$ cat config.mk
export PLATFORM = sky130hd
export DESIGN_NAME = down_counter_flat
export DESIGN_NICKNAME = d
export VERILOG_FILES = /design/src/rtl/down_counter_pkg.sv /design/src/rtl/down_counter_if.sv /design/src/rtl/down_counter.sv /design/src/flat_wrapper.sv
export SDC_FILE = /design/constraint.sdc
export NUM_CORES = 1
export LEC_CHECK = 0
export CORE_AREA = 2 2 39 41
export DETAILED_ROUTE_END_ITERATION = 16
export DIE_AREA = 0 0 41 43
export MAX_ROUTING_LAYER = met4
export PLACE_DENSITY = 0.56
export RECOVER_POWER = 25
export SLEW_MARGIN = 30
export SYNTH_ARGS = -nofsm -noshare
export SYNTH_HDL_FRONTEND = slang
export SYNTH_SLANG_ARGS = --single-unit
export TNS_END_PERCENT = 10
$ cat constraint.sdc
create_clock -name clk -period 1.58 [get_ports clk]
set_input_delay 0.316 -clock clk [delete_from_list [all_inputs] [get_ports clk]]
set_output_delay 0.316 -clock clk [all_outputs]
set_load 0.01 [all_outputs]
$ cat src/rtl/down_counter_pkg.sv
// Shared definitions for the counter family: FSM state encoding and default data width.
package counter_pkg;

  localparam int unsigned DefaultWidth = 4;

  typedef enum logic [1:0] {
    StIdle   = 2'd0,
    StRun    = 2'd1,
    StExpire = 2'd2
  } state_e;

endpackage

$ cat src/rtl/down_counter_if.sv
// Load/enable inputs and count/status outputs of down_counter bundled as one interface.
interface down_counter_if #(
  parameter int unsigned WIDTH = counter_pkg::DefaultWidth
) ();

  logic [WIDTH-1:0] d_in;
  logic             load;
  logic             en;
  logic [WIDTH-1:0] c_out;
  logic             tc;
  logic             busy;

  modport master (
    output d_in,
    output load,
    output en,
    input  c_out,
    input  tc,
    input  busy
  );

  modport slave (
    input  d_in,
    input  load,
    input  en,
    output c_out,
    output tc,
    output busy
  );

endinterface

$ cat src/rtl/down_counter.sv
// Loadable, enabled down counter with registered one-cycle terminal-count pulse.
// Define DOWN_COUNTER_AUTO_RELOAD_EN to restart from the last loaded value after each expiry.
module down_counter
  import counter_pkg::*;
#(
  parameter int unsigned WIDTH = DefaultWidth
) (
  input  logic          clk,
  input  logic          rst,
  down_counter_if.slave bus
);

  state_e           state_q, state_d;
  logic [WIDTH-1:0] count_q, count_d;
  logic [WIDTH-1:0] reload_q, reload_d;
  logic             tc_q, tc_d;
  logic             busy_q, busy_d;

  always_comb begin
    state_d  = state_q;
    count_d  = count_q;
    reload_d = reload_q;
    tc_d     = 1'b0;
    busy_d   = busy_q;

    if (bus.load) begin
      count_d  = bus.d_in;
      reload_d = bus.d_in;
      if (bus.d_in != '0) begin
        state_d = StRun;
        busy_d  = 1'b1;
      end else begin
        state_d = StIdle;
        busy_d  = 1'b0;
      end
    end else begin
      unique case (state_q)
        StRun: begin
          if (bus.en) begin
            // Decrement only from >= 1, so the count can never wrap.
            if (count_q <= WIDTH'(1)) begin
              count_d = '0;
              state_d = StExpire;
              tc_d    = 1'b1;
              busy_d  = 1'b0;
            end else begin
              count_d = count_q - WIDTH'(1);
            end
          end
        end
        StExpire: begin
`ifdef DOWN_COUNTER_AUTO_RELOAD_EN
          count_d = reload_q;
          state_d = StRun;
          busy_d  = 1'b1;
`else
          state_d = StIdle;
          busy_d  = 1'b0;
`endif
        end
        default: begin
          state_d = StIdle;
          busy_d  = 1'b0;
        end
      endcase
    end
  end

  always_ff @(posedge clk) begin
    if (rst) begin
      state_q  <= StIdle;
      count_q  <= '0;
      reload_q <= '0;
      tc_q     <= 1'b0;
      busy_q   <= 1'b0;
    end else begin
      state_q  <= state_d;
      count_q  <= count_d;
      reload_q <= reload_d;
      tc_q     <= tc_d;
      busy_q   <= busy_d;
    end
  end

  assign bus.c_out = count_q;
  assign bus.tc    = tc_q;
  assign bus.busy  = busy_q;

endmodule

$ cat src/flat_wrapper.sv
// flat-port wrapper written by rule: the top's interface ports become plain ports
module down_counter_flat import counter_pkg::*;
#(
  parameter int unsigned WIDTH = DefaultWidth
)
  (clk, rst, bus_d_in, bus_load, bus_en, bus_c_out, bus_tc, bus_busy);
  down_counter_if #(.WIDTH(WIDTH)) bus_i ();
  input  logic clk;
  input  logic rst;
  input wire logic [$bits(bus_i.d_in)-1:0] bus_d_in;
  input wire logic [$bits(bus_i.load)-1:0] bus_load;
  input wire logic [$bits(bus_i.en)-1:0] bus_en;
  output wire logic [$bits(bus_i.c_out)-1:0] bus_c_out;
  output wire logic [$bits(bus_i.tc)-1:0] bus_tc;
  output wire logic [$bits(bus_i.busy)-1:0] bus_busy;
  assign bus_i.d_in = bus_d_in;
  assign bus_i.load = bus_load;
  assign bus_i.en = bus_en;
  assign bus_c_out = bus_i.c_out;
  assign bus_tc = bus_i.tc;
  assign bus_busy = bus_i.busy;
  down_counter #(.WIDTH(WIDTH)) u_core (.clk(clk), .rst(rst), .bus(bus_i));
endmodule
# [Word-level counts from Yosys, hierarchy flattened]
# Index checks and enable logic that the tools add are counted.
[word_totals] register_bits=8 input_bits=8 output_inout_bits=6
[classes] n_addsub=1 magnitude_cmp=1 n_eq_ne=3 n_mux=15 bitwise_logic=2 reduce_logical=6
[ops] op="$mux 4" n=4
[ops] op="$mux 2" n=4
[ops] op="$mux 1" n=7
[ops] op="$le 4x1->1 const B" n=1
[ops] op="$reduce_and 2->1" n=2
[ops] op="$reduce_bool 2->1" n=2
[ops] op="$reduce_bool 4->1" n=1
[ops] op="$reduce_or 4->1" n=1
[ops] op="$sub 4x1->4 const B" n=1
[ops] op="$ne 3x2->1 const B" n=1
[ops] op="$ne 3x3->1 const B" n=1
[ops] op="$eq 2x1->1 const B" n=1
[ops] op="$not 1->1" n=2

# [Longest topological paths before layout]
[logic_depth] depth_word=5 depth_mapped=5 mapped_depth_nobuf=5

# [Least setup slack after synthesis]
# No wires, ideal clock.
[synth_path] path_kind="register to register" startpoint="reg u_core.count_q[0], in the netlist u_core.bus.c_out[0]" endpoint="reg u_core.tc_q, in the netlist u_core.bus.tc" setup_time_ns=0.073 arrival_time_ns=1.265 required_time_ns=1.507 path_slack_ns=0.242 stages_incl_launch_ff=6 synth_period_minus_slack_ns=1.338 path_cell_list="dfxtp_1 > inv_1 > ha_1 > nor2_2 > or4_4 > nor3_2"
[synth_via] elab_chain_len=2
[synth_rtl] item="start, declared" line_no="down_counter.sv:14" source="logic [WIDTH-1:0] count_q, count_d;"
[synth_rtl] item="start signal, assigned" line_no="down_counter.sv:78" source="count_q <= count_d;"
[synth_rtl] item="$le 4x1->1" line_no="down_counter.sv:41" source="if (count_q <= WIDTH'(1)) begin"
[synth_rtl] item="$mux 1" line_no="down_counter.sv:41"
[synth_rtl] item="end signal, assigned" line_no="down_counter.sv:80" source="tc_q <= tc_d;"
[synth_rtl] item="end, declared" line_no="down_counter.sv:16" source="logic tc_q, tc_d;"
# No other way between the ends.
# A chain may end at the register's enable or synchronous reset.

# [Worst setup path in the final report]
[layout_path] startpoint="reg u_core.count_q[1], in the netlist u_core.bus.c_out[1]" endpoint="out bus_c_out[1]"
[layout_lines] item="end, declared" line_no="flat_wrapper.sv:13" source="output wire logic [$bits(bus_i.c_out)-1:0] bus_c_out;"
# No word-level cell between the ends.

==> summary.md <==
| Metric | Value |
|---|---|
| Run status | complete, no violations |
| Vias per inst | 4.940 |
| Clock slew at reported path FFs | 50 ps |
| Routability cong. | a little under 0.8 |
| Hold WC Path Type | reg2reg |
| Final Power | between 0.0004 and 0.0005 W |
| Fin crit period | 1487 ps |
| Drt pass-1 iters | 4 |
| Relative slew slack | 0.8162 |
| Residual DRC | 0 |
| WHS Path Cells | 2 |
| Row count | 14 |
| Top cell type's share of synthesized area | 0.3200 |
| Cell family with the largest share of critical-path delay | buffers and inverters |
| Largest net degree at the start of global routing | 9 |
| Top_reg_cell synth | dfxtp_1 |
| Distinct cells, synth | 29 |
| Root Buffer Master | clkbuf_4 |
| R2R depth | 5 |
| PD cells | approximately 760 nW/um2 |
| Antenna Cells | 0 |
| Yosys reg bits | 7 |
| Total length of routed wires | 967 um |
| Critical Path Sink Type | primary output |
| Seq/Total Area, Yosys | 0.3200 |
| Dominant cells by area after synthesis | dfxtp_1 (32%), inv_1 (6.0%), o311ai_1 (6.0%) |
| Average routed wire per standard cell | 11.51 um |
| RR Endpoint | u_core.state_q[1] |
| Final nets | 79 |
| Hold path endpoint | u_core.bus.c_out[1] |
| RSZ-0062 raised after global routing | no |
| Total CTS buffers | 3 |
| Synth area leader | dfxtp_1 |
| Initial antenna violation count | 0 |
| Clock Skew | 3.101 ps |
| Crit path launch type | flop |
| CTS max path bufs | 2 |
| Area Growth Syn to Fin | 46.29% |
| Worst vdd ir | 0.5777 mV |
| Worst skew pair latency | approximately 250 ps |
| Maxcap violations | 0 |
| Crit path depth | 1 |
| Setup TNS | 0 ps |
| Worst EP required | 1260 ps |
| FILL cells | roughly 130 |
| Die footprint | 1763 um2 |
| Vias in the first global route | 396 |
| DP HPWL | 767.7 um |
| Finish-stage setup viols | 0 |
| Crit path cell chain | clkdlybuf4s50_1 |
| Tcrit/Tclk final | 0.9414 |
| Pleak | ~0.27 nW |
| CP max stage cell | clkdlybuf4s50_1 |
| Hold_sp | u_core.bus.c_out[1] |
| Initial Utilization | 0.3165 |
| Mapped Area | 437.9 um2 |
| Crit path largest cell delay | 550 ps |
| Critical path peak fanout | 4 |
| Sinks on the clock net | 7 |
| Tot GR Track Use | 0.1470 |
| Fin util | 0.4629 |
| Commonest cells post-synth | dfxtp_1 (7), inv_1 (7), o311ai_1 (3) |
| Final hold violation count | 0 |
| Ys Warns | 0 |
| Port Buffers | 13 |
| Core area | between 1000 and 1500 um2 |
| Die width | 41 um |
| Gate Count Post-Synth | 48 |
| Worst slew pin tran | 272.1 ps |
| Final Max Tran Viols | 0 |
| Detail Route Antenna Nets | 0 |
| Grt ovf | 0 |
| CTS tree | built |
| Initial drt markers | 6 |
| CTS H-Tree Depth | 1 |
| Synth Net Count | 58 |
| Global-route wire length before repair | 1669 um |
| Setup Buffers After CTS | 0 |
| I/O pins | 14 |
| Highest Clock Rate | about 670 MHz |
| EDFF count, synth | 0 |
| Post-cts hold buffer count | 0 |
| Share of layout cells above drive strength 1 | 0.2206 |
| Ys async rst share | 0 |
| Mean post-synth cell area | between 9 and 10 um2 |
| Buf+Inv Stages, Crit Path | 1 |
| Critical path type | reg2out |
| Reg2Reg Setup Slack | 150 ps |
| Total number of vias | 415 |
| R2R Path Start | u_core.bus.c_out[0] |
| Die height | 43 um |
| Crit path arrival time | 1170 ps |
## metal layers
| layer | share of wire | track usage | vias to the layer above | routed length, um |
|---|---|---|---|---|
| li1 | - | - | 220 | - |
| met5 | 0 | - | - | 0 |
| met4 | 0.023 | 0.08000 | 0 | 22 |
| met3 | 0.036 | 0.07853 | 2 | 35 |
| met2 | 0.48 | 0.1875 | 10 | 462 |
| met1 | 0.46 | 0.1795 | 183 | 447 |
## registers in the layout (all words and copies together), names as in the netlist
signal	cells
u_core.bus.c_out	4
u_core.state_q	1
u_core.bus.busy	1
u_core.bus.tc	1
## what timing repair did
action,CTS,global route
gates resized for setup,0,2
endpoints found under the setup margin,0,2
endpoints found under the hold margin,0,0
## through the flow
| stage | cells | setup WS (ps) | cell area [um2] | hold WS [ps] |
|---|---|---|---|---|
| finish | 84 | 92.64 | 640.6 | 527.1 |
| global route | 84 | 25.68 | 640.6 | 588.2 |
| CTS | 84 | 14.17 | 639.4 | 531.9 |
| detailed placement | 80 | -15.04 | 613.1 | 526.4 |
| global placement | 80 | -0.6093 | 613.1 | 535.5 |
| floorplan | 48 | 241.9 | 437.9 | 470.9 |
## where the power goes
group          internal, W  leakage [nW]  total, W  switching [W]
sequential        0.000187        0.0579  0.000197     0.00000960
combinational    0.0000683         0.194  0.000126      0.0000572
clock            0.0000964        0.0150  0.000162      0.0000658
## worst register-to-register path, delay by kind of cell (launching register included)
kind	cells	cell delay, ps
buffers and inverters	1	90
adders and majority gates	1	210
DFF	1	350
and+or+nand+nor	3	710
## placed cells by master (no fill, tap or decap), types with 2 or more instances in the layout
master / Yosys / final
nor3_2: 2 / 2
inv_1: 7 / 7
clkbuf_4: 0 / 3
buf_4: 0 / 6
clkdlybuf4s50_1: 0 / 11
o311ai_1: 3 / 3
nor3_1: 2 / 2
a31oi_1: 2 / 2
ha_1: 2 / 2
dfxtp_1: 7 / 6
a221oi_1: 2 / 2
## logic make-up after synthesis
| group | after synthesis | share of synthesized area |
|---|---|---|
| buf+inv | 11 | 0.1143 |
| flops | 7 | 0.3200 |
| simple gates | 14 | 0.2600 |
| compound gates | 13 | 0.2286 |
| fa+ha+maj | 2 | 0.05713 |
| xor+xnor | 1 | 0.02000 |
## layout make-up
cell class | instances | area [um2] | share of cell area
multi-input combinational | 30 | 247.7 | 0.3867
timing repair buffer | 19 | 175.2 | 0.2734
tap | 16 | 20.02 | 0.03125
sequential | 7 | 141.4 | 0.2207
inverter | 8 | 30.03 | 0.04688
clock buffer | 4 | 26.28 | 0.04102
## worst max path at each step
stage,from,end
3_5_place_dp,bus_en,u_core.state_q[1]
3_3_place_gp,bus_en,u_core.state_q[1]
4_1_cts,u_core.bus.busy,bus_busy
5_1_grt,u_core.bus.c_out[1],bus_c_out[1]
6_report,u_core.bus.c_out[1],bus_c_out[1]
2_1_floorplan,u_core.bus.c_out[0],u_core.bus.tc
No activity file was read; power rests on OpenSTA's default activity.
